`src/rtl/osc_pkg.sv`:
```
// Shared note table and divider math for the polyphonic tone generator.
package osc_pkg;

  localparam int unsigned NOTE_TAB_LEN = 32;
  localparam int unsigned NOTE_REST    = 0;

  // Equal-temperament frequencies in centi-Hz; index 1 = C4, index 0 = rest.
  localparam int unsigned NOTE_CHZ [NOTE_TAB_LEN] = '{
    0,
    26163, 27718, 29366, 31113, 32963, 34923, 36999, 39200, 41530, 44000, 46616, 49388,
    52325, 55437, 58733, 62225, 65926, 69846, 73999, 78399, 83061, 88000, 93233, 98777,
    104650, 110873, 117466, 124451, 131851, 139691, 147998
  };

  // Frequency lookup that tolerates note indices beyond the table.
  function automatic longint unsigned note_chz(input int unsigned idx);
    if (idx >= NOTE_TAB_LEN) return 64'd0;
    return 64'(NOTE_CHZ[idx]);
  endfunction

  // Half-period in clock cycles, rounded to nearest: clk_hz*100 / (2*f_chz).
  function automatic longint unsigned half_period(input longint unsigned clk_hz,
                                                  input longint unsigned f_chz);
    if (f_chz == 64'd0) return 64'd0;
    return (clk_hz * 64'd50 + f_chz / 64'd2) / f_chz;
  endfunction

endpackage

```
`src/rtl/osc_voice.sv`:
```
// One square-wave voice with a glitch-free pending divider.
module osc_voice
  import osc_pkg::*;
#(
  parameter int unsigned NOTE_W = 5,
  parameter int unsigned DIV_W  = 17
) (
  input  logic              clk,
  input  logic              rst_n,
  input  logic              load,
  input  logic [NOTE_W-1:0] note,
  input  logic [DIV_W-1:0]  load_div,
  output logic              voice_out,
  output logic              voice_active
);

  logic [DIV_W-1:0] div_q;
  logic [DIV_W-1:0] pend_div_q;
  logic [DIV_W-1:0] cnt_q;
  logic             pend_v_q;
  logic             is_rest_c;
  logic             wrap_c;

  assign is_rest_c = (note == NOTE_W'(NOTE_REST));
  assign wrap_c    = voice_active && (cnt_q == div_q - DIV_W'(1));

  // Note start/stop, half-period counting and pending-divider promotion on wrap.
  always_ff @(posedge clk or negedge rst_n) begin
    if (!rst_n) begin
      div_q        <= '0;
      pend_div_q   <= '0;
      cnt_q        <= '0;
      pend_v_q     <= 1'b0;
      voice_out    <= 1'b0;
      voice_active <= 1'b0;
    end else if (load && is_rest_c) begin
      cnt_q        <= '0;
      pend_v_q     <= 1'b0;
      voice_out    <= 1'b0;
      voice_active <= 1'b0;
    end else if (load && !voice_active) begin
      div_q        <= load_div;
      cnt_q        <= '0;
      pend_v_q     <= 1'b0;
      voice_out    <= 1'b0;
      voice_active <= 1'b1;
    end else begin
      if (voice_active) begin
        if (wrap_c) begin
          cnt_q     <= '0;
          voice_out <= ~voice_out;
          if (pend_v_q) begin
            div_q    <= pend_div_q;
            pend_v_q <= 1'b0;
          end
        end else begin
          cnt_q <= cnt_q + DIV_W'(1);
        end
      end
      // A load here always targets a sounding voice: park it until the next wrap.
      if (load) begin
        pend_div_q <= load_div;
        pend_v_q   <= 1'b1;
      end
    end
  end

endmodule

```
`src/rtl/poly_oscillator.sv`:
```
// Multi-voice square-wave generator with a PWM speaker mix.
module poly_oscillator
  import osc_pkg::*;
#(
  parameter int unsigned CLK_HZ = 50_000_000,
  parameter int unsigned VOICES = 4,
  parameter int unsigned NOTE_W = 5,
  parameter int unsigned DIV_W  = 17,
  localparam int unsigned SEL_W = (VOICES > 1) ? $clog2(VOICES) : 1
) (
  input  logic              clk,
  input  logic              rst_n,
  input  logic              load,
  input  logic [SEL_W-1:0]  voice_sel,
  input  logic [NOTE_W-1:0] note,
  output logic [VOICES-1:0] voice_out,
  output logic [VOICES-1:0] voice_active,
  output logic              speaker
);

  localparam int unsigned    TAB_LEN = 1 << NOTE_W;
  localparam int unsigned    CNT_W   = $clog2(VOICES + 1);
  localparam longint unsigned MAX_DIV = half_period(64'(CLK_HZ), note_chz(1));

  if (VOICES < 1 || VOICES > 16) begin : g_bad_voices
    $error("poly_oscillator: VOICES must be in 1..16");
  end

  if (DIV_W < 64 && MAX_DIV >= (64'd1 << DIV_W)) begin : g_bad_div_w
    $error("poly_oscillator: DIV_W too narrow for the lowest note");
  end

  logic [DIV_W-1:0] div_tab [TAB_LEN];
  logic [DIV_W-1:0] load_div_c;
  logic [CNT_W-1:0] high_cnt_c;
  logic [SEL_W-1:0] pwm_cnt_q;

  // Elaboration-time divider table, one entry per note index.
  for (genvar g = 0; g < TAB_LEN; g++) begin : g_tab
    localparam longint unsigned HP = half_period(64'(CLK_HZ), note_chz(g));
    assign div_tab[g] = DIV_W'(HP);
  end

  assign load_div_c = div_tab[note];

  // Voice array; out-of-range selects match no voice and are dropped.
  for (genvar v = 0; v < VOICES; v++) begin : g_voice
    osc_voice #(
      .NOTE_W (NOTE_W),
      .DIV_W  (DIV_W)
    ) u_voice (
      .clk          (clk),
      .rst_n        (rst_n),
      .load         (load && (voice_sel == SEL_W'(v))),
      .note         (note),
      .load_div     (load_div_c),
      .voice_out    (voice_out[v]),
      .voice_active (voice_active[v])
    );
  end

  // Count how many voices are currently high.
  always_comb begin
    high_cnt_c = '0;
    for (int unsigned i = 0; i < VOICES; i++) begin
      high_cnt_c = high_cnt_c + CNT_W'(voice_out[i]);
    end
  end

  // PWM slot counter and registered speaker bit.
  always_ff @(posedge clk or negedge rst_n) begin
    if (!rst_n) begin
      pwm_cnt_q <= '0;
      speaker   <= 1'b0;
    end else begin
      if (pwm_cnt_q == SEL_W'(VOICES - 1)) pwm_cnt_q <= '0;
      else                                 pwm_cnt_q <= pwm_cnt_q + SEL_W'(1);
      speaker <= (CNT_W'(pwm_cnt_q) < high_cnt_c);
    end
  end

endmodule

```
`config.mk`:
```
export PLATFORM = sky130hd
export DESIGN_NAME = poly_oscillator
export DESIGN_NICKNAME = d
export VERILOG_FILES = /design/src/rtl/osc_pkg.sv /design/src/rtl/osc_voice.sv /design/src/rtl/poly_oscillator.sv
export SDC_FILE = /design/constraint.sdc
export NUM_CORES = 1
export LEC_CHECK = 0
export BUFFER_PORTS_ARGS = -buffer_cell sky130_fd_sc_hd__clkbuf_2
export CAP_MARGIN = 20
export CORE_MARGIN = 3
export CORE_UTILIZATION = 55
export DETAILED_ROUTE_END_ITERATION = 12
export PLACE_DENSITY = 0.74
export RECOVER_POWER = 100
export SETUP_SLACK_MARGIN = 0.3
export SYNTH_ARGS = -nofsm -noshare
export SYNTH_HDL_FRONTEND = slang
export SYNTH_SLANG_ARGS = --single-unit
```
`constraint.sdc`:
```
create_clock -name clk -period 3.35 [get_ports clk]
set_input_delay 0.5025 -clock clk [delete_from_list [all_inputs] [get_ports clk]]
set_output_delay 0.5025 -clock clk [all_outputs]
set_load 0.03 [all_outputs]
```
==> results of run 1 <==
## worst max-delay path, cell delays in order (launching register included)
cell and delay [ns]:
dfrtp_1 0.42, inv_2 0.11, ha_4 0.15, or4b_1 0.59
or4_4 0.48, xnor2_2 0.15, a2111o_1 0.30, nor3b_2 0.17
nand4_1 0.16, nand2_1 0.24, buf_12 0.16, o21ai_0 0.08
## logic make-up (layout without fill, tap and decap cells)
logic type,count (synthesis),in the layout,share of synthesized area [%]
fa+ha+maj,20,20,1.98
flops,219,219,42.2
compound gates,295,298,14.3
buf+inv,116,201,4.04
xor+xnor,142,142,9.57
mux,70,70,5.93
simple gates,573,574,22.0
## worst max-delay path by stage
stage,slack [ns],startpoint,end
6_report,0.22,g_voice[0].u_voice.div_q[1],g_voice[0].u_voice.cnt_q[0]
3_5_place_dp,0.08,g_voice[0].u_voice.div_q[0],g_voice[0].u_voice.div_q[15]
3_3_place_gp,0.16,g_voice[3].u_voice.div_q[0],g_voice[3].u_voice.div_q[13]
4_1_cts,0.29,g_voice[0].u_voice.div_q[1],g_voice[0].u_voice.div_q[15]
5_1_grt,0.11,g_voice[0].u_voice.div_q[1],g_voice[0].u_voice.div_q[15]
2_1_floorplan,0.32,g_voice[0].u_voice.div_q[0],g_voice[0].u_voice.div_q[15]
## cell usage in the layout (no fill, tap or decap), types with 10 or more instances in the layout
cell type / n
inv_1: 23
clkbuf_1: 21
nor2b_1: 12
clkbuf_16: 27
dfrtp_2: 10
clkbuf_2: 10
nand2b_1: 20
xor2_1: 75
xnor2_1: 66
nor2_1: 147
ha_1: 15
buf_4: 84
mux2_2: 29
nor3_1: 18
o21ai_0: 143
dfrtp_1: 209
a21oi_1: 41
mux2_1: 10
nand3_1: 47
mux2i_1: 23
a221o_1: 14
nand2_1: 184
nand4_1: 21
and3_1: 19
## what timing repair did
action                                  4_1_cts  5_1_grt
cloned                                        1        5
resized for setup                            23       68
endpoints found under the setup margin       97      120
pin swaps                                    10       30
hold endpoints to repair                      0        0
buffers inserted                             12       35
## power groups by stage
stage,clock [mW],sequential (mW),combinational [mW]
3_5_place_dp,0,4.29,4.09
5_1_grt,3.02,4.43,5.48
3_3_place_gp,0,4.25,3.98
4_1_cts,2.91,4.28,4.27
2_1_floorplan,0,3.96,3.34
6_report,2.87,4.32,4.97
## flip-flops by register name, indices dropped and copies added (netlist names)
signal	cells
pwm_cnt_q	2
g_voice.u_voice.pend_v_q	4
speaker	1
g_voice.u_voice.voice_out	4
g_voice.u_voice.pend_div_q	68
g_voice.u_voice.div_q	68
g_voice.u_voice.voice_active	4
g_voice.u_voice.cnt_q	68
## through the flow
stage / worst slack (ns) / hold slack [ns] / instances
finish: 0.218 / 0.458 / 1837
global route: 0.114 / 0.478 / 1837
CTS: 0.289 / 0.0643 / 1796
detailed placement: 0.0819 / 0.448 / 1738
global placement: 0.156 / 0.444 / 1738
floorplan: 0.321 / 0.207 / 1435
## routing by layer
| metal | up-vias | routed length, um | GRT usage [%] |
|---|---|---|---|
| li1 | 5201 | - | - |
| met4 | 0 | 1050 | 8.16 |
| met2 | 325 | 15600 | 38.6 |
| met1 | 5313 | 14400 | 34.2 |
| met5 | - | 0 | 0 |
| met3 | 80 | 1850 | 3.48 |
## final cells by class
class                           count  area, um2
Multi-Input combinational cell   1104       7370
Clock inverter                     12        150
Inverter                           29        109
Tap cell                          313        392
Fill cell                        1771       7700
Sequential cell                   219       5490
Timing Repair Buffer              127        982
Clock buffer                       33        726
==> results.md, run 1 <==
- Cts hold-fix bufs: 0
- Sw frac: 37.7%
- Final Max Slew Viols: 100
- CTS tree: done
- Worst slew pin tran: 2.63 ns
- Chip Width: 160 um
- Seq cells post-synth: 219
- RSZ-0062 raised after global routing: yes
- Syn Nets: 1465
- Placer Congestion: 0.941
- Clk pwr share: 23.6%
- Period utilisation layout: 93.5%
- Hold/Removal Path Class: flop to flop
- Die height: 160 um
- H-Tree Depth: 1
- Run status: finished with violations
- Clock skew: 0.0126 ns
- Worst Setup End Kind: flop
- Detail Route Antenna Nets: 0
- Worst Reg-to-Reg Cells: 11
- CP startpoint kind: flop
- Reg power frac: 35.5%
- Number of synthesized flops with an enable pin: 0
- Port-buffer cells: 18
- # setup viols final: 0
- P_int: 7.57 mW
- CTS Buf Count: 25
- Share of the synthesized area in the top cell type: 42.2%
- DR vias/cell: 5.94
- Layout overhead on the synthesized area: 17.1%
- F_max: 319 MHz
- First-pass DRT Iterations: 5
- Design area: 0.0152 mm2
- PnR Total Power: 12.2 mW
- Largest fanout on the critical path: 8
- # rows: 55
- Die area: 0.0255 mm2
- Pleak: 6.81 nW
- Worst EP required: 3.75 ns
- Fin. Hold Viols: 0
- Detailed-route wire length per cell: 17.9 um
- Synth warn: 0
- P_sw: 4.59 mW
- RR Endpoint: g_voice[0].u_voice.cnt_q[0]
- Starting density of the core: 56.7%
- Placed cell areas: 0.0136 mm2
- Max_slew headroom: -75.4%
- First-pass GRT wire length: 52400 um
- IO Pins: 19
- Post-Syn Area: 0.0130 mm2
- Clock latency on the worst-skew pair: 0.52 ns
- Syn avg cell area: 9.06 um2
- Max-cap viol count: 1
- Synth Instances: 1435
- Total GRT Usage: 24.2%
- Reg-to-reg startpoint: g_voice[0].u_voice.div_q[1]
- Root Driver: clkbuf_16
- HP Start: pwm_cnt_q[0]
- Nets@finish: 1536
- Count of cell types in the netlist: 93
- Hold Path Stages: 1
- Combinational Power Share: 40.9%
- Starting DRC count in detailed routing: 727
- Worst vdd ir: 0.000399 V
- WS Path Type: flop to flop
- WP data arrival: 3.54 ns
- Post-synth ARST share: 100%
- Count leader, synth: dfrtp_1
- Ant diodes: 0
- Post-route setup TNS: 0 ns
- DP Wirelength: 21500 um
- Vias in the first global route: 10416
- Register area share after synthesis: 42.2%
- Grt ovf: 0
- Failing checks: max-capacitance violations, max-slew violations
- Remaining DRCs: 0
- Initial antenna violation count: 0
- CTS Sinks: 219
- Area contributors post-synth: dfrtp_1 42%, o21ai_0 5.6%, nand2_1 5.3%, xor2_1 5.1%, xnor2_1 4.5%
- Reg2Reg Setup Slack: 0.22 ns
- Vias: 10919
- Maximum root-to-sink buffer count: 3
- Detailed Route WL: 33000 um
- Top post-synthesis cells by count: 219 x dfrtp_1, 184 x nand2_1, 150 x nor2_1, 145 x o21ai_0, 75 x xor2_1
- Clk pin slew, worst setup/hold paths: 0.06 ns
- Share of layout cells above drive strength 1: 18.2%
- Main flop type after synthesis: dfrtp_1
- Leading area contributor after synthesis: dfrtp_1
- Pin count of the biggest net entering global routing: 102
- Final min period: 3.13 ns
- Pwr dens: 799 mW/mm2
- Final Util: 66.4%
- Worst hold endpoint: pwm_cnt_q[0]
- Core ar.: 0.0229 mm2
Power figures use the tool's default switching activity.
==> run 2, diff against run 1 <==
--- a/config.mk
+++ b/config.mk
@@ -5,12 +5,13 @@
 export SDC_FILE = /design/constraint.sdc
 export NUM_CORES = 1
 export LEC_CHECK = 0
-export BUFFER_PORTS_ARGS = -buffer_cell sky130_fd_sc_hd__clkbuf_2
+export BUFFER_PORTS_ARGS = -buffer_cell sky130_fd_sc_hd__buf_2
 export CAP_MARGIN = 20
 export CORE_MARGIN = 3
 export CORE_UTILIZATION = 55
+export CTS_BUF_LIST = sky130_fd_sc_hd__clkbuf_8
 export DETAILED_ROUTE_END_ITERATION = 12
-export PLACE_DENSITY = 0.74
+export PLACE_DENSITY = 0.85
 export RECOVER_POWER = 100
 export SETUP_SLACK_MARGIN = 0.3
 export SYNTH_ARGS = -nofsm -noshare
==> results.md, run 2 (same netlist as run 1, synthesis figures left out) <==
- CP startpoint kind: flop
- Remaining DRCs: 0 (unchanged)
- Critical Path, Cell by Cell: buf_4 > nor4_1 > nand3_1 > or3_1 > a2111o_1 > nor3b_2 > nand4_1 > nand2_2 > clkbuf_16 > nor2_1
- Buffer and inverter count on the worst path: 2 (unchanged)
- DR vias/cell: 6.12 (+3.0%)
- Most frequent cells in the layout: 213 x dfrtp_1, 182 x nand2_1, 142 x o21ai_0
- Max_slew headroom: -5.44% (+70 points)
- Final min period: 3.29 ns (+0.157 ns)
- Die area: 0.0255 mm2 (unchanged)
- Worst vdd ir: 0.000314 V (-21%)
- Reg2Reg Setup Slack: 0.06 ns (-0.16 ns)
- Pleak: 6.77 nW (-0.60%)
- CTS Buf Count: 38 (+52%)
- First-pass DRT Iterations: 6 (+1)
- Grt ovf: 0 (unchanged)
- GR peak layer: met2
- Final Max Slew Viols: 58 (-42%)
- Detail Route Antenna Nets: 0 (unchanged)
- DP Wirelength: 21400 um (-0.66%)
- # rows: 55 (unchanged)
- Regs by FF count: g_voice.u_voice.cnt_q: 68 flops, g_voice.u_voice.div_q: 68 flops, g_voice.u_voice.pend_div_q: 68 flops
- Crit path max-delay cell type: nor4_1
- Clk pin slew, worst setup/hold paths: 0.06 ns (about the same)
- Root Driver: clkbuf_8
- RSZ-0062 raised after global routing: yes
- RR Endpoint: g_voice[0].u_voice.cnt_q[5]
- Post-route setup TNS: 0 ns (unchanged)
- Placer Congestion: 0.945 (+0.52%)
- Fin Hold WS: 0.447 ns (-0.0104 ns)
- Detailed-route wire length per cell: 18.1 um (+1.0%)
- Die height: 160 um (unchanged)
- Max-cap viol count: 1 (unchanged)
- Nets@finish: 1534 (-0.13%)
- Hold/Removal Path Class: input port to flop
- Period utilisation layout: 98.2% (+4.7 points)
- Initial antenna violation count: 0 (unchanged)
- Fin. Hold Viols: 0 (unchanged)
- Crit path capture: g_voice[0].u_voice.cnt_q[5]
- F_max: 304 MHz (-4.8%)
- Cell depth of the worst setup path: 10 (-1)
- Core ar.: 0.0229 mm2 (unchanged)
- Port-buffer cells: 18 (unchanged)
- Total GRT Usage: 24.1% (-0.093 points)
- H-Tree Depth: 2 (+1)
- GR Util met1: 31.9% (-2.3 points)
- Worst Reg-to-Reg Cells: 10 (-1)
- Vias in the first global route: 10524 (+1.0%)
- Largest fanout on the critical path: 8 (unchanged)
- Failing checks: max-capacitance violations, max-slew violations
- Critical Path Start: g_voice[0].u_voice.div_q[6]
- Worst slew pin tran: 1.58 ns (-1.05 ns)
- CTS tree: done
- # setup viols final: 0 (unchanged)
- Maximum root-to-sink buffer count: 3 (unchanged)
- Grt met2 use: 40.5% (+1.9 points)
- CTS Sinks: 219 (unchanged)
- Ant diodes: 0 (unchanged)
- Clock latency on the worst-skew pair: 0.54 ns (+0.02 ns)
- Starting DRC count in detailed routing: 1187 (+63%)
- Layout overhead on the synthesized area: 16.0%
- Chip Width: 160 um (unchanged)
- Pwr dens: 790 mW/mm2 (-1.1%)
- Worst Setup End Kind: flop
- WP data arrival: 3.71 ns (+0.17 ns)
- Pin count of the biggest net entering global routing: 79 (-23%)
- Worst EP required: 3.78 ns (+0.03 ns)
- Detailed Route WL: 33500 um (+1.5%)
- IO Pins: 19 (unchanged)
- Vias: 11293 (+3.4%)
- Clock skew: 0.0138 ns (+0.00123 ns)
- Starting density of the core: 56.7% (unchanged)
- Cell family with most CP delay: simple AND/OR/NAND/NOR gates
- Reg-to-reg startpoint: g_voice[0].u_voice.div_q[6]
- First-pass GRT wire length: 51900 um (-0.88%)
- Commonest non-fill, non-tap cell in the layout: dfrtp_1
- Run status: finished with violations
- GRT met3 Usage: 3.79% (+0.31 points)
- Share of layout cells above drive strength 1: 18.3% (+0.17 points)
- WS Path Type: flop to flop
- Max incr delay on CP: 0.56 ns (-0.03 ns)
## run 2: cell types whose count changed in the layout (fill, tap and decap cells not counted), sizes merged
| cell | previous run | this run |
|---|---|---|
| clkinvlp | 3 | 2 |
| bufinv | 3 | 2 |
| o21ai | 154 | 153 |
| o21a | 4 | 3 |
| clkbuf | 66 | 71 |
| dlygate4sd3 | 0 | 1 |
| inv | 30 | 40 |
| buf | 94 | 91 |
| or3 | 11 | 10 |
## run 2: layout make-up
cell class | instances | area [um2]
clock buffer | 48 | 661
clock inverter | 20 | 146
fill | 1684 | 7850
inverter | 29 | 109
multi-input combinational | 1101 | 7380
sequential | 219 | 5490
tap | 313 | 392
timing repair buffer | 115 | 891
## run 2: where the power goes
part           internal [mW]  leakage (nW)  switching, mW
logic                   2.39          3.50           2.61
registers               3.37          2.82          0.967
clock network           1.45         0.451           1.13
total                   7.21          6.77           4.70
## run 2: metal layers
layer | vias to the layer above | share of wire (%)
li1 | 5213 | -
met5 | - | 0
met4 | 0 | 3.6
met1 | 5500 | 41
met2 | 456 | 49
met3 | 124 | 6.2
## run 2: worst min-delay path by stage
stage	startpoint	to	slack, ns	cells after the start
5_1_grt	pwm_cnt_q[0]	pwm_cnt_q[0]	0.48	1
2_1_floorplan	rst_n	g_voice[0].u_voice.cnt_q[0]	0.21	0
4_1_cts	load	g_voice[1].u_voice.pend_v_q	0.43	4
3_3_place_gp	pwm_cnt_q[0]	pwm_cnt_q[0]	0.43	1
6_report	load	g_voice[1].u_voice.pend_v_q	0.45	4
3_5_place_dp	pwm_cnt_q[0]	pwm_cnt_q[0]	0.45	1
## run 2: metrics by stage
| stage | total power [mW] | instances | instance area [um2] | util, % | worst slack [ns] |
|---|---|---|---|---|---|
| 5_1_grt | 12.6 | 1845 | 15100 | 65.8 | 0.0373 |
| 4_1_cts | 11.2 | 1814 | 14600 | 63.5 | 0.301 |
| 3_5_place_dp | 8.40 | 1735 | 13500 | 59.1 | 0.00281 |
| 2_1_floorplan | 7.30 | 1435 | 13000 | - | 0.321 |
| 6_report | 11.9 | 1845 | 15100 | 65.8 | 0.0611 |
| 3_3_place_gp | 8.15 | 1735 | 13500 | 59.1 | 0.102 |
## run 2: timing repair
action                                  CTS  global route
pin swaps                                 8            31
hold buffers                              1             0
setup buffers                             9            29
hold endpoints to repair                 56             0
endpoints found under the setup margin  102           123
resized for setup                        25            79
cloned                                    1             2
## run 2: worst min-delay path, stage by stage
cell	delay [ns]
buf_2	0.15
nand3b_1	0.14
nand3_1	0.09
nand2_1	0.06
